**src/rtl/wait_merge_pkg.sv**
```systemverilog
// Shared types and constants for the wait_merge_seq merge-stage sequencer.
// Holds the FSM state encoding, the error codes reported on o_err_code and
// the default parameter values used by the top level.
package wait_merge_pkg;

  localparam int DEF_SYNC_STAGES = 2;
  localparam int DEF_SKEW_W      = 8;
  localparam int DEF_TO_W        = 16;
  localparam int DEF_CNT_W       = 32;
  localparam int ROUNDS_W        = 16;

  typedef enum logic [2:0] {
    S_IDLE,
    S_FIRE,
    S_SKEW,
    S_WAIT_MERGE,
    S_FREE,
    S_WAIT_FREE,
    S_DONE,
    S_ERR
  } state_t;

  localparam logic [1:0] ERR_NONE     = 2'b00;
  localparam logic [1:0] ERR_MERGE_TO = 2'b01;
  localparam logic [1:0] ERR_FREE_TO  = 2'b10;
  localparam logic [1:0] ERR_SPURIOUS = 2'b11;

endpackage

```
**src/rtl/sync_rise.sv**
```systemverilog
// Multi-flop synchroniser followed by a registered rising-edge detector.
// Ports:
//   clk, rst : clock and asynchronous active-high reset
//   d        : asynchronous input
//   rise     : one-cycle pulse, STAGES+1 cycles after d rises
module sync_rise #(
  parameter int STAGES = 2
) (
  input  logic clk,
  input  logic rst,
  input  logic d,
  output logic rise
);

  logic [STAGES-1:0] sync;
  logic              last;

  always_ff @(posedge clk or posedge rst) begin
    if (rst) begin
      sync <= '0;
      last <= 1'b0;
      rise <= 1'b0;
    end else begin
      sync <= {sync[STAGES-2:0], d};
      last <= sync[STAGES-1];
      rise <= sync[STAGES-1] & ~last;
    end
  end

endmodule

```
**src/rtl/wait_merge_seq.sv**
```systemverilog
// Bring-up / characterisation master for a two-way click merge stage.
// Fires drive0/drive1 with programmable order and skew, waits for the merged
// driveNext, returns freeNext, collects both branch frees, and repeats.
// Ports:
//   clk, rst                 : clock, asynchronous active-high reset
//   i_start                  : start pulse (accepted when not busy)
//   i_rounds/i_order/i_skew/i_timeout : run configuration, latched on start
//   o_drive0/o_drive1        : branch drive pulses to the merge
//   i_driveNext              : merged drive from the merge (async)
//   o_freeNext               : free pulse to the merge
//   i_free0/i_free1          : branch frees from the merge (async)
//   o_busy/o_done/o_err/o_err_code : status
//   o_round_cnt/o_lat        : completed rounds and last round latency
//
// state        | meaning
// S_IDLE       | waiting for i_start
// S_FIRE       | first drive (both when skew = 0)
// S_SKEW       | counting down to the second drive
// S_WAIT_MERGE | waiting for driveNext, latency/timeout counting
// S_FREE       | freeNext pulse, round counted
// S_WAIT_FREE  | collecting free0/free1, timeout counting
// S_DONE       | o_done pulse
// S_ERR        | error latched, sequence aborted
module wait_merge_seq
  import wait_merge_pkg::*;
#(
  parameter int SYNC_STAGES = DEF_SYNC_STAGES,
  parameter int SKEW_W      = DEF_SKEW_W,
  parameter int TO_W        = DEF_TO_W,
  parameter int CNT_W       = DEF_CNT_W
) (
  input  logic                clk,
  input  logic                rst,
  input  logic                i_start,
  input  logic [ROUNDS_W-1:0] i_rounds,
  input  logic                i_order,
  input  logic [SKEW_W-1:0]   i_skew,
  input  logic [TO_W-1:0]     i_timeout,
  output logic                o_drive0,
  output logic                o_drive1,
  input  logic                i_driveNext,
  output logic                o_freeNext,
  input  logic                i_free0,
  input  logic                i_free1,
  output logic                o_busy,
  output logic                o_done,
  output logic                o_err,
  output logic [1:0]          o_err_code,
  output logic [CNT_W-1:0]    o_round_cnt,
  output logic [TO_W-1:0]     o_lat
);

  logic dn_rise, f0_rise, f1_rise;

  sync_rise #(.STAGES(SYNC_STAGES)) u_sync_dn (.clk(clk), .rst(rst), .d(i_driveNext), .rise(dn_rise));
  sync_rise #(.STAGES(SYNC_STAGES)) u_sync_f0 (.clk(clk), .rst(rst), .d(i_free0),     .rise(f0_rise));
  sync_rise #(.STAGES(SYNC_STAGES)) u_sync_f1 (.clk(clk), .rst(rst), .d(i_free1),     .rise(f1_rise));

  state_t              state, state_nxt;
  logic [SKEW_W-1:0]   skew_cnt, skew_cnt_nxt, skew_q, skew_q_nxt;
  logic                order_q, order_q_nxt;
  logic [TO_W-1:0]     timeout_q, timeout_q_nxt, cnt, cnt_nxt, cnt_inc;
  logic [ROUNDS_W-1:0] rounds_q, rounds_q_nxt, rounds_left, rounds_left_nxt;
  logic                f0_seen, f0_seen_nxt, f1_seen, f1_seen_nxt;
  logic                drive0_nxt, drive1_nxt, free_nxt, busy_nxt, done_nxt, err_nxt;
  logic [1:0]          err_code_nxt;
  logic [CNT_W-1:0]    round_cnt_nxt;
  logic [TO_W-1:0]     lat_nxt;
  logic                timed_out, first_hit, second_hit;

  always_comb begin
    state_nxt       = state;
    skew_cnt_nxt    = skew_cnt;
    cnt_nxt         = cnt;
    order_q_nxt     = order_q;
    skew_q_nxt      = skew_q;
    timeout_q_nxt   = timeout_q;
    rounds_q_nxt    = rounds_q;
    rounds_left_nxt = rounds_left;
    f0_seen_nxt     = f0_seen;
    f1_seen_nxt     = f1_seen;
    err_nxt         = o_err;
    err_code_nxt    = o_err_code;
    round_cnt_nxt   = o_round_cnt;
    lat_nxt         = o_lat;
    // Latency counter saturates; the timeout fires on the cycle the counter
    // would reach the programmed limit.
    cnt_inc   = (&cnt) ? cnt : cnt + TO_W'(1);
    timed_out = (timeout_q != '0) && (cnt_inc >= timeout_q);

    unique case (state)
      S_IDLE, S_DONE, S_ERR: begin
        state_nxt = S_IDLE;
        if (i_start) begin
          order_q_nxt     = i_order;
          skew_q_nxt      = i_skew;
          timeout_q_nxt   = i_timeout;
          rounds_q_nxt    = i_rounds;
          rounds_left_nxt = i_rounds;
          err_nxt         = 1'b0;
          err_code_nxt    = ERR_NONE;
          round_cnt_nxt   = '0;
          state_nxt       = S_FIRE;
        end
      end
      S_FIRE: begin
        if (dn_rise) begin
          state_nxt    = S_ERR;
          err_code_nxt = ERR_SPURIOUS;
        end else if (skew_q == '0) begin
          state_nxt = S_WAIT_MERGE;
          cnt_nxt   = TO_W'(1);
        end else begin
          state_nxt    = S_SKEW;
          skew_cnt_nxt = skew_q - SKEW_W'(1);
        end
      end
      S_SKEW: begin
        if (dn_rise) begin
          state_nxt    = S_ERR;
          err_code_nxt = ERR_SPURIOUS;
        end else if (skew_cnt == '0) begin
          state_nxt = S_WAIT_MERGE;
          cnt_nxt   = TO_W'(1);
        end else begin
          skew_cnt_nxt = skew_cnt - SKEW_W'(1);
        end
      end
      S_WAIT_MERGE: begin
        cnt_nxt = cnt_inc;
        if (dn_rise) begin
          state_nxt     = S_FREE;
          lat_nxt       = cnt;
          round_cnt_nxt = o_round_cnt + CNT_W'(1);
          f0_seen_nxt   = 1'b0;
          f1_seen_nxt   = 1'b0;
          if (rounds_left != '0) rounds_left_nxt = rounds_left - ROUNDS_W'(1);
        end else if (timed_out) begin
          state_nxt    = S_ERR;
          err_code_nxt = ERR_MERGE_TO;
        end
      end
      S_FREE: begin
        state_nxt   = S_WAIT_FREE;
        cnt_nxt     = TO_W'(1);
        f0_seen_nxt = f0_seen | f0_rise;
        f1_seen_nxt = f1_seen | f1_rise;
      end
      S_WAIT_FREE: begin
        cnt_nxt     = cnt_inc;
        f0_seen_nxt = f0_seen | f0_rise;
        f1_seen_nxt = f1_seen | f1_rise;
        if (f0_seen_nxt && f1_seen_nxt) begin
          state_nxt = ((rounds_q == '0) || (rounds_left != '0)) ? S_FIRE : S_DONE;
        end else if (timed_out) begin
          state_nxt    = S_ERR;
          err_code_nxt = ERR_FREE_TO;
        end
      end
      default: state_nxt = S_IDLE;
    endcase

    if (state_nxt == S_ERR) err_nxt = 1'b1;

    // Outputs are registered, so pulses are decided from the next state.
    first_hit  = (state_nxt == S_FIRE);
    second_hit = ((state_nxt == S_FIRE) && (skew_q_nxt == '0)) ||
                 ((state_nxt == S_SKEW) && (skew_cnt_nxt == '0));
    drive0_nxt = order_q_nxt ? second_hit : first_hit;
    drive1_nxt = order_q_nxt ? first_hit  : second_hit;
    free_nxt   = (state_nxt == S_FREE);
    done_nxt   = (state_nxt == S_DONE);
    busy_nxt   = (state_nxt != S_IDLE) && (state_nxt != S_DONE) && (state_nxt != S_ERR);
  end

  always_ff @(posedge clk or posedge rst) begin
    if (rst) begin
      state       <= S_IDLE;
      skew_cnt    <= '0;
      cnt         <= '0;
      order_q     <= 1'b0;
      skew_q      <= '0;
      timeout_q   <= '0;
      rounds_q    <= '0;
      rounds_left <= '0;
      f0_seen     <= 1'b0;
      f1_seen     <= 1'b0;
      o_drive0    <= 1'b0;
      o_drive1    <= 1'b0;
      o_freeNext  <= 1'b0;
      o_busy      <= 1'b0;
      o_done      <= 1'b0;
      o_err       <= 1'b0;
      o_err_code  <= ERR_NONE;
      o_round_cnt <= '0;
      o_lat       <= '0;
    end else begin
      state       <= state_nxt;
      skew_cnt    <= skew_cnt_nxt;
      cnt         <= cnt_nxt;
      order_q     <= order_q_nxt;
      skew_q      <= skew_q_nxt;
      timeout_q   <= timeout_q_nxt;
      rounds_q    <= rounds_q_nxt;
      rounds_left <= rounds_left_nxt;
      f0_seen     <= f0_seen_nxt;
      f1_seen     <= f1_seen_nxt;
      o_drive0    <= drive0_nxt;
      o_drive1    <= drive1_nxt;
      o_freeNext  <= free_nxt;
      o_busy      <= busy_nxt;
      o_done      <= done_nxt;
      o_err       <= err_nxt;
      o_err_code  <= err_code_nxt;
      o_round_cnt <= round_cnt_nxt;
      o_lat       <= lat_nxt;
    end
  end

endmodule
```
**config.mk**
```make
export PLATFORM = sky130hd
export DESIGN_NAME = wait_merge_seq
export DESIGN_NICKNAME = d
export VERILOG_FILES = /design/src/rtl/wait_merge_pkg.sv /design/src/rtl/sync_rise.sv /design/src/rtl/wait_merge_seq.sv
export SDC_FILE = /design/constraint.sdc
export NUM_CORES = 1
export LEC_CHECK = 0
export CAP_MARGIN = 10
export CORE_UTILIZATION = 50
export DETAILED_ROUTE_END_ITERATION = 8
export GPL_ROUTABILITY_DRIVEN = 0
export PLACE_DENSITY_LB_ADDON = 0.25
export SLEW_MARGIN = 40
export SYNTH_ARGS = -nofsm -noshare
export SYNTH_HDL_FRONTEND = slang
export SYNTH_HIERARCHICAL = 1
export SYNTH_SLANG_ARGS = --single-unit
```
**constraint.sdc**
```tcl
create_clock -name clk -period 6.83 [get_ports clk]
set_input_delay 1.0245 -clock clk [delete_from_list [all_inputs] [get_ports clk]]
set_output_delay 1.0245 -clock clk [all_outputs]
set_load 0.1 [all_outputs]
```
==> results of run 1 <==
[path summary, 6_finish.rpt]
check / start / end / slack, ps / cells past startpoint
max in group asynchronous: rst / cnt[14] / 4610 / 3
worst min-delay path: u_sync_dn/sync[0] / u_sync_dn/sync[1] / 350 / 0
worst max-delay path: cnt[4] / o_drive0 / 2700 / 14
worst min register to register: u_sync_dn/sync[0] / u_sync_dn/sync[1] / 350 / 0
worst max register to register: cnt[4] / o_drive0 / 2700 / 14
min in group asynchronous: rst / u_sync_dn/sync[0] / 970 / 2
[cells in the final DEF (no fill, tap or decap), drive strengths merged, types with 4 or more instances in the layout]
master | synthesis | routed
nand2 | 173 | 173
dfrtp | 154 | 154
o21ai | 74 | 74
nor2 | 73 | 73
buf | 13 | 62
a21oi | 56 | 56
clkdlybuf4s50 | 0 | 46
inv | 39 | 39
nand3 | 30 | 30
ha | 22 | 22
xor2 | 21 | 21
clkbuf | 28 | 20
nor4 | 19 | 19
nor3 | 18 | 18
nand4 | 15 | 15
xnor2 | 14 | 14
or3 | 14 | 14
and3 | 11 | 11
o31ai | 11 | 11
nor2b | 9 | 9
a22o | 7 | 7
o21a | 7 | 7
and2 | 5 | 5
a31oi | 5 | 5
nand2b | 5 | 5
o22ai | 5 | 5
a22oi | 5 | 5
clkinv | 1 | 5
a211oi | 4 | 4
or2 | 4 | 4
mux2i | 4 | 4
[layout make-up]
class                   instances  area (um^2)  area share, %
clock buffers                  20        446.7          4.706
clock inverters                 9        125.1          1.318
inverters                      40        155.1          1.635
multi-input cells             660         3857          40.64
flip-flops and latches        154         3854          40.60
well taps                     211        264.0          2.781
repair buffers                108        789.5          8.318
[cells in the mapped netlist, types with 6 or more instances]
| library cell | instances |
|---|---|
| a21oi_1 | 56 |
| a22o_1 | 7 |
| and3_1 | 11 |
| buf_1 | 8 |
| clkbuf_1 | 28 |
| dfrtp_1 | 154 |
| ha_1 | 22 |
| inv_1 | 39 |
| nand2_1 | 172 |
| nand3_1 | 30 |
| nand4_1 | 15 |
| nor2_1 | 72 |
| nor2b_1 | 6 |
| nor3_1 | 18 |
| nor4_1 | 17 |
| o21a_1 | 7 |
| o21ai_0 | 72 |
| o31ai_1 | 11 |
| or3_1 | 13 |
| xnor2_1 | 14 |
| xor2_1 | 21 |
[per-stage QoR]
| step | area, um^2 | cells | setup WS, ps |
|---|---|---|---|
| 2_1_floorplan | 8014 | 895 | 1996 |
| 3_3_place_gp | 9188 | 1173 | 2879 |
| 3_5_place_dp | 8914 | 1173 | 2761 |
| 4_1_cts | 9485 | 1202 | 2740 |
| 5_1_grt | 9492 | 1202 | 2288 |
| 6_report | 9492 | 1202 | 2702 |
[cell families (layout without fill, tap and decap cells)]
kind of cell,count (synthesis),count (layout),share of synthesized area [%]
AND/OR/NAND/NOR,394,394,23.79
AO/OA/AOI/OAI,202,202,15.99
flip-flops,154,154,48.09
buffers and inverters,81,177,3.950
XOR/XNOR,35,35,3.825
adder cells (fa/ha/maj),22,22,3.435
multiplexers,7,7,0.9211
[registers in the layout, summed over array words and instances (netlist names), 2 cells and up]
name	cells
o_err_code	2
o_lat	16
o_round_cnt	32
state	3
u_sync_dn/sync	2
skew_cnt	8
rounds_q	16
cnt	16
skew_q	8
u_sync_f1/sync	2
timeout_q	16
u_sync_f0/sync	2
rounds_left	16
[worst register-to-register path, stage by stage, from the launching register on]
cell	delay (ps)
dfrtp_1	450
and3_1	330
nand4_1	210
nor4_2	460
nor2_1	270
nand3_1	190
xnor2_1	170
ha_1	280
nand4_1	120
nor4_1	70
a311oi_1	360
a21oi_1	110
a211oi_1	530
nand4_1	210
o31ai_1	280
[power groups by stage]
stage / Clock, mW / Combinational, mW / Sequential (mW)
finish: 0.927 / 1.53 / 1.42
global route: 0.984 / 1.71 / 1.45
global placement: 0 / 1.52 / 1.42
floorplan: 0 / 1.03 / 1.55
detailed placement: 0 / 1.52 / 1.42
CTS: 0.941 / 1.53 / 1.41
[routing by layer]
layer	GRT usage (%)	routed length, um
met4	7.266	276
met2	36.60	8509
met1	35.04	9202
met3	4.865	898
met5	0	0
==> results.py, run 1 <==
metrics = {
    "timing": {
        "drv_slew": 0,
        "clock.fmax_ghz": 0.2422,
        "tns_ps": 0,
        "setup_viol": 0,
        "fin_crit_ps": 4128,
        "whs_ps": 346.2,
        "fin_crit_sh_pct": 60.44,
        "tightest_slew_ps": 767.7,
        "rsz0062_at_grt": "false",
        "fin_skew_ps": 8.155,
        "timing.slew.headroom_pct": 48.71,
        "hold_viol": 0,
    },
    "synthesis": {
        "synth_area_leaders": "dfrtp_1 48%, nand2_1 8.1%, o21ai_0 4.5%",
        "syn_area_per_cell_um2": 8.954,
        "ys_async_sr_fraction_pct": 100.0,
        "ys_ff_latch": 154,
        "synth_top_flop_cell": "dfrtp_1",
        "synth_area_um2": 8014,
        "yosysWarnings": 6,
        "synth_seq_area_share_pct": 48.09,
        "synthesis.nets": 964,
        "yosysTopAreaCell": "dfrtp_1",
        "synth.distinct_cells": 71,
        "yosysTopAreaCellShare_pct": 48.09,
        "synth_edf_count": 0,
        "postSynthCellCount": 895,
    },
    "cts": {
        "post_cts_buffers": 0,
        "cts_buffer_depth": 2,
        "cts.sinks": 154,
        "cts-buffers-inserted": 17,
        "ctsResizeCount": 0,
        "cts_tree": "yes",
        "clk_pin_slew_worst_paths_ps": 60,
        "cts_hold_buf": 0,
        "clk_latency_ps": 420,
        "htree_levels": 4,
        "root_buffer": "clkbuf_16",
    },
    "power": {
        "p_sw_share_pct": 41.96,
        "p_clk_share_pct": 23.9,
        "cellInternalPower_mw": 2.251,
        "p_switching_mw": 1.627,
        "power_frac_seq_pct": 36.6,
        "irDropWorstVdd_v": 0.0002458,
        "p_per_area_nw_per_um2": 408.6,
        "total_power_mw": 3.879,
        "p_leak_nw": 4.414,
        "combPwrFrac_pct": 39.5,
    },
    "grt": {
        "grt_pass1_wl_um": 31150,
        "grt_max_degree": 74,
        "grt_usage_pct": 24.16,
        "grt.overflow.total": 0,
        "antenna_found_initial": 0,
        "grt_pass1_vias": 6229,
    },
    "final_layout": {
        "nFillCells": 1348,
        "num-nets-final": 1050,
        "syn_to_final_growth_pct": 18.44,
        "drive_gt1_share_pct": 12.01,
        "utilization_pct": 61.52,
        "antenna_cells": 0,
    },
    "setup_path": {
        "cp-start-kind": "flip-flop",
        "worst_path_most_repeated_cell": "nand4_1",
        "critical-path-top-delay-family": "simple AND/OR/NAND/NOR gates",
        "crit_buf_inv": 0,
        "critPathCaptureType": "flip-flop",
        "timing.critical_path.required_ps": 7150,
        "cpPeakStageDelay_ps": 530,
        "cp_slowest_cell": "a211oi_1",
        "worstPathArrival_ps": 4450,
        "crit_fanout": 8,
        "crit_type": "flip-flop to flip-flop",
        "path_cells": "and3_1 > nand4_1 > nor4_2 > nor2_1 > nand3_1 > xnor2_1 > ha_1 > nand4_1 > nor4_1 > a311oi_1 > a21oi_1 > a211oi_1 > nand4_1 > o31ai_1",
    },
    "job": {
        "maxCapViolations": 0,
    },
    "drt": {
        "drt_iter0_markers": 446,
        "viasPerCell": 5.604,
        "antenna_left": 0,
        "wl_per_cell_um": 15.71,
        "wl_um": 18890,
        "firstDrtPassIters": 5,
        "vias": 6736,
        "route.detailed.drc": 0,
    },
    "die": {
        "pin_count": 103,
        "initial_core_util_pct": 51.95,
        "dieArea_um2": 16540,
        "die_h_um": 128.6,
        "rows": 45,
        "die_x_um": 128.6,
        "core_area_um2": 15430,
    },
    "place": {
        "port_buffers": 102,
        "dpl.hpwl_um": 13110,
    },
    "status": {
        "status": "complete, no violations",
    },
    "hold_path": {
        "worst_hold_path_type": "flip-flop to flip-flop",
    },
}
Power figures use the tool's default switching activity.
==> inputs of run 2 (changes only) <==
==> constraint.sdc (replaced) <==
create_clock -name clk -period 3.6 [get_ports clk]
set_input_delay 0.54 -clock clk [delete_from_list [all_inputs] [get_ports clk]]
set_output_delay 0.54 -clock clk [all_outputs]
set_load 0.1 [all_outputs]
==> run 2 against run 1 <==
Power up 97%. Sequential power up 84%. Register-to-register slack worse by 2500 ps. Critical endpoint is now o_err_code[1]. Highest routed layer unchanged.
==> results.py, run 2 (synthesis gave the netlist of run 1 again) <==
metrics = {
    "timing": {
        "timing.slew.headroom_pct": 52.57,
        "drv_slew": 0,
        "fin_skew_ps": 6.259,
        "tns_ps": 0,
        "setup_viol": 0,
        "layout_setup_ws_ps": 208.2,
        "fin_crit_ps": 3392,
        "clock.fmax_ghz": 0.2948,
        "tightest_slew_ps": 711.4,
        "fin_crit_sh_pct": 94.22,
        "hold_viol": 0,
    },
    "die": {
        "core_area_um2": 15430,
        "rows": 45,
        "dieArea_um2": 16540,
        "initial_core_util_pct": 51.95,
        "die_h_um": 128.6,
        "pin_count": 103,
        "die_x_um": 128.6,
    },
    "final_layout": {
        "multi_input_area_um2": 3919,
        "syn_to_final_growth_pct": 23.22,
        "layout.cells.non_filler": 1235,
        "num-nets-final": 1080,
        "regMostFlops": "o_round_cnt",
        "utilization_pct": 64.01,
        "final_cell_mix": "172 x nand2_1, 154 x dfrtp_1, 72 x o21ai_0",
        "ff_latch_area_um2": 3854,
        "largest_reg_flops": 32,
        "final_common_cell": "nand2_1",
        "antenna_cells": 0,
        "drive_gt1_share_pct": 15.82,
        "nFillCells": 1306,
    },
    "job": {
        "maxCapViolations": 0,
    },
    "status": {
        "status": "complete, no violations",
    },
    "place": {
        "port_buffers": 102,
        "placedCellCount": 1201,
        "dpl.hpwl_um": 13740,
        "dp_slack_ps": -23.18,
    },
    "setup_path": {
        "worstPathArrival_ps": 3700,
        "crit_buf_inv": 1,
        "cpPeakStageDelay_ps": 390,
        "critical-path-top-delay-family": "simple AND/OR/NAND/NOR gates",
        "crit_type": "flip-flop to flip-flop",
        "cp-start-kind": "flip-flop",
        "critPathCaptureType": "flip-flop",
        "crit_fanout": 6,
        "timing.critical_path.required_ps": 3910,
        "cp_slowest_cell": "dfrtp_1",
        "path_cells": "buf_4 > nand4_1 > nor3_4 > nand3_1 > nor2_1 > a21oi_1 > ha_1 > nand4_1 > nor4_2 > a311oi_2 > nand2_1 > a21oi_1 > a211oi_2 > mux2_2",
    },
    "cts": {
        "cts-buffers-inserted": 17,
        "root_buffer": "clkbuf_16",
        "htree_levels": 4,
        "cts_tree": "yes",
        "cts.sinks": 154,
        "clk_latency_ps": 430,
        "clk_pin_slew_worst_paths_ps": 60,
        "cts_buffer_depth": 2,
        "cts_hold_buf": 0,
    },
    "drt": {
        "vias": 6926,
        "antenna_left": 0,
        "wl_um": 19520,
        "drt_iter0_markers": 448,
        "wl_per_cell_um": 15.80,
        "route.detailed.drc": 0,
        "viasPerCell": 5.608,
        "firstDrtPassIters": 5,
    },
    "power": {
        "p_per_area_nw_per_um2": 774.4,
        "p_leak_nw": 4.637,
        "irDropWorstVdd_v": 0.0004865,
    },
    "grt": {
        "grt_usage_pct": 24.88,
        "grt_pass1_wl_um": 32150,
        "antenna_found_initial": 0,
        "grt_pass1_vias": 6519,
        "grt.overflow.total": 0,
        "grt_max_degree": 37,
    },
    "hold_path": {
        "worst_hold_path_type": "flip-flop to flip-flop",
    },
}
-- run 2: worst paths after layout --
path                                   start                end  slack, ps  depth (start not counted)
setup / recovery                      cnt[2]      o_err_code[1]        210                         14
hold / removal             u_sync_f1/sync[0]  u_sync_f1/sync[1]        350                          0
setup reg to reg                      cnt[2]      o_err_code[1]        210                         14
hold reg to reg            u_sync_f1/sync[0]  u_sync_f1/sync[1]        350                          0
max in group asynchronous                rst             cnt[3]       2250                          4
min in group asynchronous                rst  u_sync_dn/sync[0]        420                          2
-- run 2: worst reg2reg max path, delay by kind of cell (launching register included) --
kind / cells / cell delay, ps
adders and majority gates: 1 / 310
buffers and inverters: 1 / 170
AOI/OAI and AO/OA: 4 / 540
muxes: 1 / 370
DFF: 1 / 390
and+or+nand+nor: 7 / 1520
-- run 2: layer usage --
layer,share of wire (%),GRT usage (%),up-vias
met2,46,37.87,205
met4,1.4,8.235,0
met3,4.8,4.740,23
li1,-,-,3372
met5,0,0,-
met1,48,35.83,3326
-- run 2: area by class of cell --
class / instances / area share [%]
inverter: 40 / 1.559
timing repair buffer: 138 / 10.69
tap: 211 / 2.674
multi-input combinational: 660 / 39.69
clock inverter: 12 / 1.736
clock buffer: 20 / 4.625
sequential: 154 / 39.03
-- run 2: stage by stage --
step | hold slack (ps) | instance area (um^2) | power (mW)
floorplan | 306.1 | 8026 | 4.879
global placement | 333.3 | 9423 | 5.667
detailed placement | 336.3 | 9170 | 5.680
CTS | 350.5 | 9813 | 7.608
global route | 353.3 | 9874 | 8.142
finish | 349.6 | 9874 | 7.647
-- run 2: power by group --
group | internal [mW] | leakage (nW) | switching [mW]
logic | 1.07 | 2.35 | 2.07
registers | 2.21 | 1.99 | 0.405
clock network | 1.19 | 0.302 | 0.704
total | 4.47 | 4.64 | 3.18
-- run 2: what timing repair did --
action | 4_1_cts | 5_1_grt
pin swaps | 1 | 6
endpoints found under the setup margin | 2 | 8
resized for setup | 2 | 10
cloned | 0 | 0
setup buffers | 1 | 1
==> inputs of run 3 (changes only) <==
--- a/config.mk
+++ b/config.mk
@@ -10,8 +10,7 @@
 export DETAILED_ROUTE_END_ITERATION = 8
 export GPL_ROUTABILITY_DRIVEN = 0
 export PLACE_DENSITY_LB_ADDON = 0.25
-export SLEW_MARGIN = 40
+export SLEW_MARGIN = 20
 export SYNTH_ARGS = -nofsm -noshare
 export SYNTH_HDL_FRONTEND = slang
-export SYNTH_HIERARCHICAL = 1
 export SYNTH_SLANG_ARGS = --single-unit
==> run 3 against run 2 <==
Combinational power decreased by 7.0%. Clock skew increased by 1.7 ps. Power decreased by 2.6%. Register-to-register slack got worse by 100 ps. Non-clock buffer count decreased by 11. Global-route usage increased by 0.44 points. Flip-flop and latch count unchanged. Largest power group unchanged.
==> results.py, run 3 <==
metrics = {
    "drt": {
        "drt-met1-wl_um": 9077,
        "drt_iter0_markers": 468,
        "wl_um": 19490,
        "route.detailed.drc": 0,
        "firstDrtPassIters": 5,
        "top_layer": "met4",
        "wl_per_cell_um": 15.86,
        "vias": 6950,
        "viasPerCell": 5.655,
        "route.met2.wl_um": 9313,
        "wl_met3_um": 791,
        "antenna_left": 0,
    },
    "die": {
        "die_x_um": 128.4,
        "rows": 45,
        "pin_count": 103,
        "core_area_um2": 15430,
        "dieArea_um2": 16490,
        "initial_core_util_pct": 51.80,
        "die_h_um": 128.4,
    },
    "power": {
        "p_leak_nw": 4.495,
        "p_per_area_nw_per_um2": 742.1,
        "irDropWorstVdd_v": 0.0004415,
    },
    "setup_path": {
        "critical-path-top-delay-family": "compound AO/OA/AOI/OAI gates",
        "worstPathArrival_ps": 3790,
        "timing.critical_path.required_ps": 3900,
        "crit_fanout": 5,
        "crit_buf_inv": 2,
        "crit_type": "flip-flop to flip-flop",
        "critPathCaptureType": "flip-flop",
        "cp-start-kind": "flip-flop",
        "path_cells": "and3_1 > nand4_1 > buf_4 > nor4_4 > buf_4 > mux2_2 > ha_1 > nand2b_1 > a21oi_1 > o2111ai_1 > a31oi_2 > o221a_2 > mux2_2",
        "cpPeakStageDelay_ps": 420,
        "regToRegSetupSlack_ps": 110,
        "cp_slowest_cell": "dfrtp_1",
    },
    "final_layout": {
        "regMostFlops": "o_round_cnt",
        "stdcell_area_um2": 10040,
        "final_common_cell": "nand2_1",
        "largest_reg_flops": 32,
        "antenna_cells": 0,
        "layout.cells.non_filler": 1229,
        "num-nets-final": 1076,
        "syn_to_final_growth_pct": 25.60,
        "final_cell_mix": "183 x nand2_1, 153 x dfrtp_1, 102 x clkdlybuf4s50_1",
        "drive_gt1_share_pct": 8.350,
    },
    "synthesis": {
        "ys_async_sr_fraction_pct": 100.0,
        "synth.most_common_cell": "nand2_1",
        "synth_edf_count": 0,
        "synth_top_flop_cell": "dfrtp_1",
        "yosysTopAreaCell": "dfrtp_1",
        "yosysTopAreaCellShare_pct": 48.22,
        "synthTopCellsByCount": "183 x nand2_1, 154 x dfrtp_1, 68 x nor2_1",
        "ys_ff_latch": 154,
        "syn_area_per_cell_um2": 8.889,
        "yosysWarnings": 0,
        "postSynthCellCount": 899,
        "synth.distinct_cells": 68,
        "synth_area_leaders": "dfrtp_1 48%, nand2_1 8.6%, o21ai_0 4.0%",
        "synth_area_um2": 7991,
        "synthesis.nets": 968,
        "synth_seq_area_share_pct": 48.22,
    },
    "grt": {
        "grt_usage_pct": 25.32,
        "grt_pass1_vias": 6575,
        "grt_max_degree": 58,
        "grt.overflow.total": 0,
        "antenna_found_initial": 0,
        "grt_pass1_wl_um": 32690,
    },
    "timing": {
        "fin_crit_sh_pct": 97.00,
        "hold_viol": 0,
        "fin_crit_ps": 3492,
        "tns_ps": 0,
        "fin_skew_ps": 7.920,
        "setup_viol": 0,
        "drv_slew": 0,
        "tightest_slew_ps": 999.4,
        "timing.slew.headroom_pct": 33.16,
        "clock.fmax_ghz": 0.2864,
    },
    "cts": {
        "cts.sinks": 154,
        "clk_latency_ps": 420,
        "clk_pin_slew_worst_paths_ps": 60,
        "root_buffer": "clkbuf_16",
        "cts_tree": "yes",
        "htree_levels": 4,
        "cts-buffers-inserted": 17,
        "cts_buffer_depth": 2,
    },
    "place": {
        "dpl_cell_area_um2": 9355,
        "dpl.hpwl_um": 13790,
        "port_buffers": 102,
        "placedCellCount": 1198,
    },
    "hold_path": {
        "worst_hold_path_type": "flip-flop to flip-flop",
    },
    "status": {
        "status": "complete, no violations",
    },
    "job": {
        "maxCapViolations": 0,
    },
}
-- run 3: where the power goes --
| group | internal, mW | switching [mW] | total, mW |
|---|---|---|---|
| Clock | 1.17 | 0.692 | 1.86 |
| Combinational | 1.05 | 1.86 | 2.92 |
| Sequential | 2.19 | 0.474 | 2.67 |
| Total | 4.42 | 3.03 | 7.45 |
-- run 3: layout make-up --
type | instances | area (um^2)
clock inverters | 11 | 170.2
repair buffers | 127 | 1246
fillers | 1296 | 5390
multi-input cells | 665 | 3897
inverters | 42 | 161.4
clock buffers | 19 | 442.9
flip-flops and latches | 154 | 3855
well taps | 211 | 264.0
-- run 3: final timing paths --
check	from	endpoint	depth (start not counted)
min	u_sync_f0.sync[0]	u_sync_f0.sync[1]	0
max in group asynchronous	rst	cnt[1]	3
min reg2reg	u_sync_f0.sync[0]	u_sync_f0.sync[1]	0
max reg2reg	cnt[8]	o_err_code[0]	13
min in group asynchronous	rst	skew_q[2]	2
max	cnt[8]	o_err_code[0]	13
-- run 3: kinds of logic (layout without fill, tap and decap cells) --
family / Yosys count / in the layout / synth area share (%)
AND/OR/NAND/NOR: 401 / 401 / 24.16
AO/OA/AOI/OAI: 198 / 198 / 15.28
flip-flops: 154 / 154 / 48.22
buffers and inverters: 80 / 199 / 3.899
XOR/XNOR: 36 / 36 / 3.945
adder cells (fa/ha/maj): 22 / 22 / 3.444
multiplexers: 8 / 8 / 1.049
-- run 3: stage by stage --
stage	hold WS [ps]	total power [mW]	util, %	worst slack [ps]
2_1_floorplan	331.2	4.759	-	57.54
3_3_place_gp	333.8	5.468	60.64	76.59
3_5_place_dp	335.5	5.552	60.64	23.10
4_1_cts	348.4	7.447	64.67	22.05
5_1_grt	352.4	7.956	65.06	-22.23
6_report	346.7	7.449	65.06	108.2
-- run 3: timing repair --
| item | CTS | global route |
|---|---|---|
| gates resized for setup | 1 | 11 |
| cloned | 0 | 0 |
| buffers inserted | 0 | 1 |
| pin swaps | 0 | 2 |
| endpoints found under the setup margin | 4 | 7 |
| hold buffers | 0 | 0 |
-- run 3: routing by layer --
metal,vias up,GRT usage (%)
li1,3369,-
met3,21,4.366
met5,-,0
met2,178,40.41
met4,0,8.304
met1,3382,35.17
-- run 3: worst reg2reg max path, cell delays in order, from the launching register on --
cell and delay [ps]:
dfrtp_1 420, and3_1 230, nand4_1 110, buf_4 180, nor4_4 250, buf_4 200, mux2_2 350, ha_1 300
nand2b_1 70, a21oi_1 180, o2111ai_1 190, a31oi_2 310, o221a_2 260, mux2_2 330
